$ cat src/rtl/s2p_pkg.sv
// s2p_pkg: shared definitions for the serial-to-parallel framing controller.
//   state_e  - framing FSM states (hunt for sync, collect payload, re-check sync)
//   BIT_DEF  - default word / sync-word width
//   SYNC_DEF - default sync pattern, MSB received first
package s2p_pkg;

    typedef enum logic [1:0] {
        ST_HUNT    = 2'd0,
        ST_PAYLOAD = 2'd1,
        ST_CHECK   = 2'd2
    } state_e;

    localparam int              BIT_DEF  = 10;
    localparam logic [9:0]      SYNC_DEF = 10'h1B5;

endpackage

$ cat src/rtl/s2p_frame_ctrl_shreg.sv
// s2p_shreg: serial shift register with a saturating sample counter.
//   clk, rst_n : clock, async active-low reset
//   en_i       : sample strobe; shifts din_i in and advances the counter
//   clr_i      : zeroes the sample counter (shift contents are kept)
//   din_i      : serial input bit
//   sh_o       : last BIT samples, newest in bit 0
//   cnt_o      : samples since last clear, saturating at BIT-1
module s2p_shreg #(
    parameter int BIT = 10,
    parameter int CW  = $clog2(BIT)
) (
    input  logic           clk,
    input  logic           rst_n,
    input  logic           en_i,
    input  logic           clr_i,
    input  logic           din_i,
    output logic [BIT-1:0] sh_o,
    output logic [CW-1:0]  cnt_o
);

    localparam logic [CW-1:0] CNT_SAT = CW'(BIT - 1);

    logic [BIT-1:0] sh_q;
    logic [CW-1:0]  cnt_q;

    // Shift register and saturating counter; clear wins over increment.
    always_ff @(posedge clk or negedge rst_n) begin
        if (!rst_n) begin
            sh_q  <= '0;
            cnt_q <= '0;
        end else begin
            if (en_i) begin
                sh_q <= {sh_q[BIT-2:0], din_i};
            end
            if (clr_i) begin
                cnt_q <= '0;
            end else if (en_i && (cnt_q != CNT_SAT)) begin
                cnt_q <= cnt_q + CW'(1);
            end
        end
    end

    assign sh_o  = sh_q;
    assign cnt_o = cnt_q;

endmodule

$ cat src/rtl/s2p_frame_ctrl.sv
// s2p_frame_ctrl: hunts a sync word in a serial stream, then emits
// FRAME_WORDS payload words per frame, re-checking sync between frames
// with a flywheel of MISS_MAX misses.
//   clk, rst_n        : clock, async active-low reset
//   din, din_en       : serial bit and its sample strobe
//   dout, dout_sof    : payload word (first bit in MSB) and start-of-frame flag
//   dout_valid/ready  : single-entry registered output handshake
//   locked            : sync confirmed at least once since last hunt
//   overflow, ovf_clr : sticky dropped-word flag and its clear
module s2p_frame_ctrl
    import s2p_pkg::*;
#(
    parameter int             BIT         = BIT_DEF,
    parameter logic [BIT-1:0] SYNC_WORD   = BIT'(SYNC_DEF),
    parameter int             FRAME_WORDS = 4,
    parameter int             MISS_MAX    = 2
) (
    input  logic           clk,
    input  logic           rst_n,
    input  logic           din,
    input  logic           din_en,
    output logic [BIT-1:0] dout,
    output logic           dout_valid,
    input  logic           dout_ready,
    output logic           dout_sof,
    output logic           locked,
    output logic           overflow,
    input  logic           ovf_clr
);

    localparam int CW  = $clog2(BIT);
    localparam int WCW = $clog2(FRAME_WORDS + 1);
    localparam int MCW = $clog2(MISS_MAX + 1);
    localparam logic [CW-1:0]  BIT_LAST  = CW'(BIT - 1);
    localparam logic [WCW-1:0] WORD_LAST = WCW'(FRAME_WORDS - 1);
    localparam logic [MCW-1:0] MISS_LAST = MCW'(MISS_MAX - 1);

    state_e          state_q;
    logic [WCW-1:0]  word_cnt_q;
    logic [MCW-1:0]  miss_cnt_q;
    logic            locked_q;
    logic            word_done_q;
    logic            word_sof_q;
    logic [BIT-1:0]  dout_q;
    logic            dout_valid_q;
    logic            dout_sof_q;
    logic            overflow_q;

    logic [BIT-1:0]  sh_s;
    logic [CW-1:0]   cnt_s;
    logic [BIT-1:0]  word_s;
    logic            last_bit_s;
    logic            step_s;
    logic            drop_s;

    s2p_shreg #(.BIT(BIT), .CW(CW)) u_shreg (
        .clk   (clk),
        .rst_n (rst_n),
        .en_i  (din_en),
        .clr_i (step_s),
        .din_i (din),
        .sh_o  (sh_s),
        .cnt_o (cnt_s)
    );

    // Detect the sample that finishes a word, a sync check, or a hunt match.
    always_comb begin
        word_s     = {sh_s[BIT-2:0], din};
        last_bit_s = 1'b0;
        case (state_q)
            // In HUNT the counter saturates, so BIT_LAST means a full window.
            ST_HUNT:    last_bit_s = (cnt_s == BIT_LAST) && (word_s == SYNC_WORD);
            ST_PAYLOAD: last_bit_s = (cnt_s == BIT_LAST);
            ST_CHECK:   last_bit_s = (cnt_s == BIT_LAST);
            default:    last_bit_s = 1'b0;
        endcase
        step_s = din_en && last_bit_s;
        // A completed word finds the register full and not draining.
        drop_s = word_done_q && dout_valid_q && !dout_ready;
    end

    // Framing FSM: state, word/miss counters, lock flag, word-complete pulse.
    always_ff @(posedge clk or negedge rst_n) begin
        if (!rst_n) begin
            state_q     <= ST_HUNT;
            word_cnt_q  <= '0;
            miss_cnt_q  <= '0;
            locked_q    <= 1'b0;
            word_done_q <= 1'b0;
            word_sof_q  <= 1'b0;
        end else begin
            // The finished word sits in the shift register for one cycle;
            // the output stage picks it up on the next edge.
            word_done_q <= step_s && (state_q == ST_PAYLOAD);
            word_sof_q  <= (word_cnt_q == '0);
            if (step_s) begin
                case (state_q)
                    ST_HUNT: begin
                        state_q    <= ST_PAYLOAD;
                        word_cnt_q <= '0;
                    end
                    ST_PAYLOAD: begin
                        if (word_cnt_q == WORD_LAST) begin
                            state_q    <= ST_CHECK;
                            word_cnt_q <= '0;
                        end else begin
                            word_cnt_q <= word_cnt_q + WCW'(1);
                        end
                    end
                    ST_CHECK: begin
                        if (word_s == SYNC_WORD) begin
                            miss_cnt_q <= '0;
                            locked_q   <= 1'b1;
                            state_q    <= ST_PAYLOAD;
                        end else if (miss_cnt_q == MISS_LAST) begin
                            miss_cnt_q <= '0;
                            locked_q   <= 1'b0;
                            state_q    <= ST_HUNT;
                        end else begin
                            // Flywheel: tolerate the miss, keep framing.
                            miss_cnt_q <= miss_cnt_q + MCW'(1);
                            state_q    <= ST_PAYLOAD;
                        end
                    end
                    default: begin
                        state_q    <= ST_HUNT;
                        word_cnt_q <= '0;
                        miss_cnt_q <= '0;
                        locked_q   <= 1'b0;
                    end
                endcase
            end
        end
    end

    // Single-entry output register with sticky overflow (set beats clear).
    always_ff @(posedge clk or negedge rst_n) begin
        if (!rst_n) begin
            dout_q       <= '0;
            dout_valid_q <= 1'b0;
            dout_sof_q   <= 1'b0;
            overflow_q   <= 1'b0;
        end else begin
            if (word_done_q && !drop_s) begin
                dout_q       <= sh_s;
                dout_sof_q   <= word_sof_q;
                dout_valid_q <= 1'b1;
            end else if (dout_ready) begin
                dout_valid_q <= 1'b0;
            end
            if (drop_s) begin
                overflow_q <= 1'b1;
            end else if (ovf_clr) begin
                overflow_q <= 1'b0;
            end
        end
    end

    assign dout       = dout_q;
    assign dout_valid = dout_valid_q;
    assign dout_sof   = dout_sof_q;
    assign locked     = locked_q;
    assign overflow   = overflow_q;

endmodule

$ cat config.mk
export PLATFORM = sky130hd
export DESIGN_NAME = s2p_frame_ctrl
export DESIGN_NICKNAME = d
export VERILOG_FILES = /design/src/rtl/s2p_pkg.sv /design/src/rtl/s2p_frame_ctrl_shreg.sv /design/src/rtl/s2p_frame_ctrl.sv
export SDC_FILE = /design/constraint.sdc
export NUM_CORES = 1
export LEC_CHECK = 0
export BUFFER_PORTS_ARGS = -buffer_cell sky130_fd_sc_hd__buf_2
export CAP_MARGIN = 25
export CORE_UTILIZATION = 61
export DETAILED_ROUTE_END_ITERATION = 6
export PLACE_DENSITY = 0.83
export SLEW_MARGIN = 10
export SYNTH_ARGS = -nofsm -noshare
export SYNTH_HDL_FRONTEND = slang
export SYNTH_SLANG_ARGS = --single-unit
$ cat constraint.sdc
create_clock -name clk -period 3.8 [get_ports clk]
set_clock_uncertainty 0.05 [all_clocks]
set_input_delay 0.19 -clock clk [delete_from_list [all_inputs] [get_ports clk]]
set_output_delay 0.19 -clock clk [all_outputs]
set_load 0.1 [all_outputs]
==> impl_metrics.json <==
{
  "status": "complete, no violations",
  "rr_endpoint": "locked$_DFFE_PN0P_",
  "hold_viol_final": 0,
  "final_max_slew_viol_count": 0,
  "cp_max_fo": 5,
  "whs_ns": 0.0390,
  "syn_to_final_growth_pct": 12.7,
  "reg2reg_depth": 6,
  "critPathSlowestCell": "dfrtp_1",
  "vias": 1037,
  "fill_cells": 179,
  "port_buffers": 19,
  "power_frac_clock_pct": 14.5,
  "maxCapViolations": 0,
  "cp_top_family": "simple AND/OR/NAND/NOR gates",
  "drive_gt1_share_pct": 36.8,
  "grt_pass1_vias": 951,
  "die_h_microns": 54.4,
  "grt_usage_pct": 21.6,
  "core_sq_um": 2540,
  "min_from": "din",
  "p_leak_nw": 0.925,
  "powerDensity_nw_per_um2": 847,
  "seq_area_frac_synth_pct": 55.3,
  "worstSetupPathType": "register to register",
  "final_common_cell": "dfrtp_1",
  "path_cells": "inv_1 > ha_1 > nor3b_1 > nand3_1 > o21ai_0 > a22o_1",
  "power_mw": 1.60,
  "row_count": 18,
  "path_clk_slew_ns": 0.10,
  "r2r-start": "state_q[0]$_DFFE_PN0P_",
  "dp_hpwl_mm": 1.93,
  "dr.pass1.iters": 4,
  "boundaryPins": 20,
  "synth_area_sq_um": 1680,
  "fin_area_sq_um": 1890,
  "critical_path_buf_inv_count": 1,
  "p_comb_share_pct": 47.4,
  "grt_start_max_net_pins": 38,
  "dr.first_iter.drc_count": 5,
  "rsz0062_at_grt": "false",
  "swShare_pct": 46.7,
  "gp_congestion": 0.780,
  "cp_data_required_time_ns": 4.04,
  "fmax_mhz": 582,
  "wl_per_cell_microns": 14.3,
  "r2r_setup_slack_ns": 2.08,
  "clk_latency_ns": 0.34,
  "syn_nets": 142,
  "cts_tree": "built",
  "startpoint_type": "register",
  "final.min_clock_period_ns": 1.72,
  "antenna_left": 0,
  "crit_arrival_ns": 1.95,
  "cp_slowest_stage_delay_ns": 0.40,
  "cts_max_level": 2,
  "fin_nets": 168,
  "cts_buffer_depth": 2,
  "syn_avg_cell_area_sq_um": 13.1,
  "p_switching_uw": 748,
  "finalSetupViolCount": 0,
  "dp_slack_ns": 2.14,
  "cts_buffers": 5,
  "grt_antenna_before_repair": 0,
  "tightestPinTransition_ns": 0.806,
  "irDropWorstVdd_v": 0.000709,
  "place_area_sq_um": 1800,
  "synth_warnings": 0,
  "die_x_microns": 54.4,
  "critical_path.endpoint_type": "register",
  "p_int_uw": 852,
  "cts_resized": 0,
  "min_to": "u_shreg.sh_o[0]$_DFFE_PN0P_",
  "ys_seq_elements": 37,
  "dieArea_sq_um": 2960,
  "ys_types": 33,
  "final_cell_mix": "dfrtp_1 (37), mux2_2 (21), buf_2 (19), inv_1 (10)",
  "fin_crit_sh_pct": 45.2,
  "synthCells": 128,
  "fin_setup_tns_ns": 0,
  "cts_root_buf": "clkbuf_4",
  "routed_wl_mm": 2.64,
  "grt_overflow": 0,
  "grt_first_pass_wirelength_mm": 4.15,
  "worst_slack_ns": 2.08,
  "cts_sinks": 37,
  "min_path_cells": 2,
  "min_path_type": "input port to register",
  "vias_per_cell": 5.61,
  "start_util_pct": 65.8,
  "drcViolationCount": 0,
  "p_seq_share_pct": 38.1,
  "diodes": 0,
  "slew_headroom_pct": 46.2
}
[sequential cells by signal, summed over array words and instances (netlist names), 2 cells and up]
name           count
dout              10
u_shreg.sh_o      10
u_shreg.cnt_o      4
word_cnt_q         3
miss_cnt_q         2
state_q            2
[cell usage after synthesis (all sizes together)]
cell type  number  area (sq um)
nand2b          3          18.8
xor2            1          8.76
nor2            5          18.8
mux2           21           236
o31ai           2          15.0
nor2b           2          12.5
and2            3          20.0
and4bb          2          25.0
a41oi           1          27.5
and2b           1          8.76
nand4           1          6.26
o32a            1          11.3
o41a            1          11.3
a31oi           2          12.5
nor3            2          21.3
mux2i           2          20.0
or2b            1          7.51
o21ai           2          10.0
inv            10          37.5
o22ai           1          6.26
a22o            1          8.76
nand3           2          10.0
xnor2           2          17.5
dfrtp          37           926
a211oi          1          12.5
a21boi          1          7.51
nand2           8          30.0
and3b           1          10.0
nor3b           1          7.51
ha              8           100
buf             2          10.0
[how the worst max path moves through the flow]
stage	to	slack, ns	depth (start not counted)	start
final	locked$_DFFE_PN0P_	2.08	6	state_q[0]$_DFFE_PN0P_
after global routing	locked$_DFFE_PN0P_	1.95	6	state_q[1]$_DFFE_PN0P_
after CTS	locked$_DFFE_PN0P_	2.10	6	state_q[0]$_DFFE_PN0P_
after detailed placement	locked$_DFFE_PN0P_	2.14	6	state_q[1]$_DFFE_PN0P_
after global placement	locked$_DFFE_PN0P_	2.21	6	state_q[0]$_DFFE_PN0P_
after floorplan	dout[0]$_DFFE_PN0P_	1.87	4	dout_valid$_DFFE_PN0P_
[cell families after synthesis]
| family | Yosys count | synth area share, % |
|---|---|---|
| AO/OA/AOI/OAI | 13 | 7.32 |
| XOR/XNOR | 3 | 1.57 |
| adder cells (fa/ha/maj) | 8 | 5.97 |
| buffers and inverters | 12 | 2.84 |
| flip-flops | 37 | 55.3 |
| multiplexers | 23 | 15.3 |
| AND/OR/NAND/NOR | 32 | 11.7 |
[power groups by stage]
stage               clock network, mW  logic (mW)  registers [mW]
floorplan                           0       0.311           0.925
global placement                    0       0.736           0.607
detailed placement                  0       0.761           0.619
CTS                             0.235       0.764           0.610
global route                    0.255       0.817           0.628
finish                          0.232       0.758           0.609
[per-stage QoR]
| step | util, % | cells |
|---|---|---|
| after floorplan | - | 128 |
| after global placement | 70.6 | 175 |
| after detailed placement | 70.6 | 175 |
| after CTS | 74.2 | 185 |
| after global routing | 74.2 | 185 |
| final | 74.2 | 185 |
[routing by layer]
| layer | track usage, % | part of all wire (%) | routed length, microns | vias up |
|---|---|---|---|---|
| li1 | - | - | - | 501 |
| met5 | 0 | 0 | 0 | - |
| met2 | 36.0 | 49 | 1290 | 18 |
| met4 | 8.97 | 1.7 | 45 | 0 |
| met3 | 9.17 | 3.7 | 99 | 7 |
| met1 | 24.0 | 45 | 1200 | 511 |
[final cells by class]
type	count	area, sq um	area share, %
Clock inverter	1	5.00	0.265
Inverter	10	37.5	1.99
Tap cell	30	37.5	1.99
Clock buffer	7	65.1	3.45
Timing Repair Buffer	21	115	6.10
Multi-Input combinational cell	79	702	37.2
Sequential cell	37	926	49.0
[what timing repair did]
action | CTS | global route
buffers inserted | 0 | 0
endpoints found under the hold margin | 38 | 0
hold buffers | 2 | 0
Power figures use the tool's default switching activity.
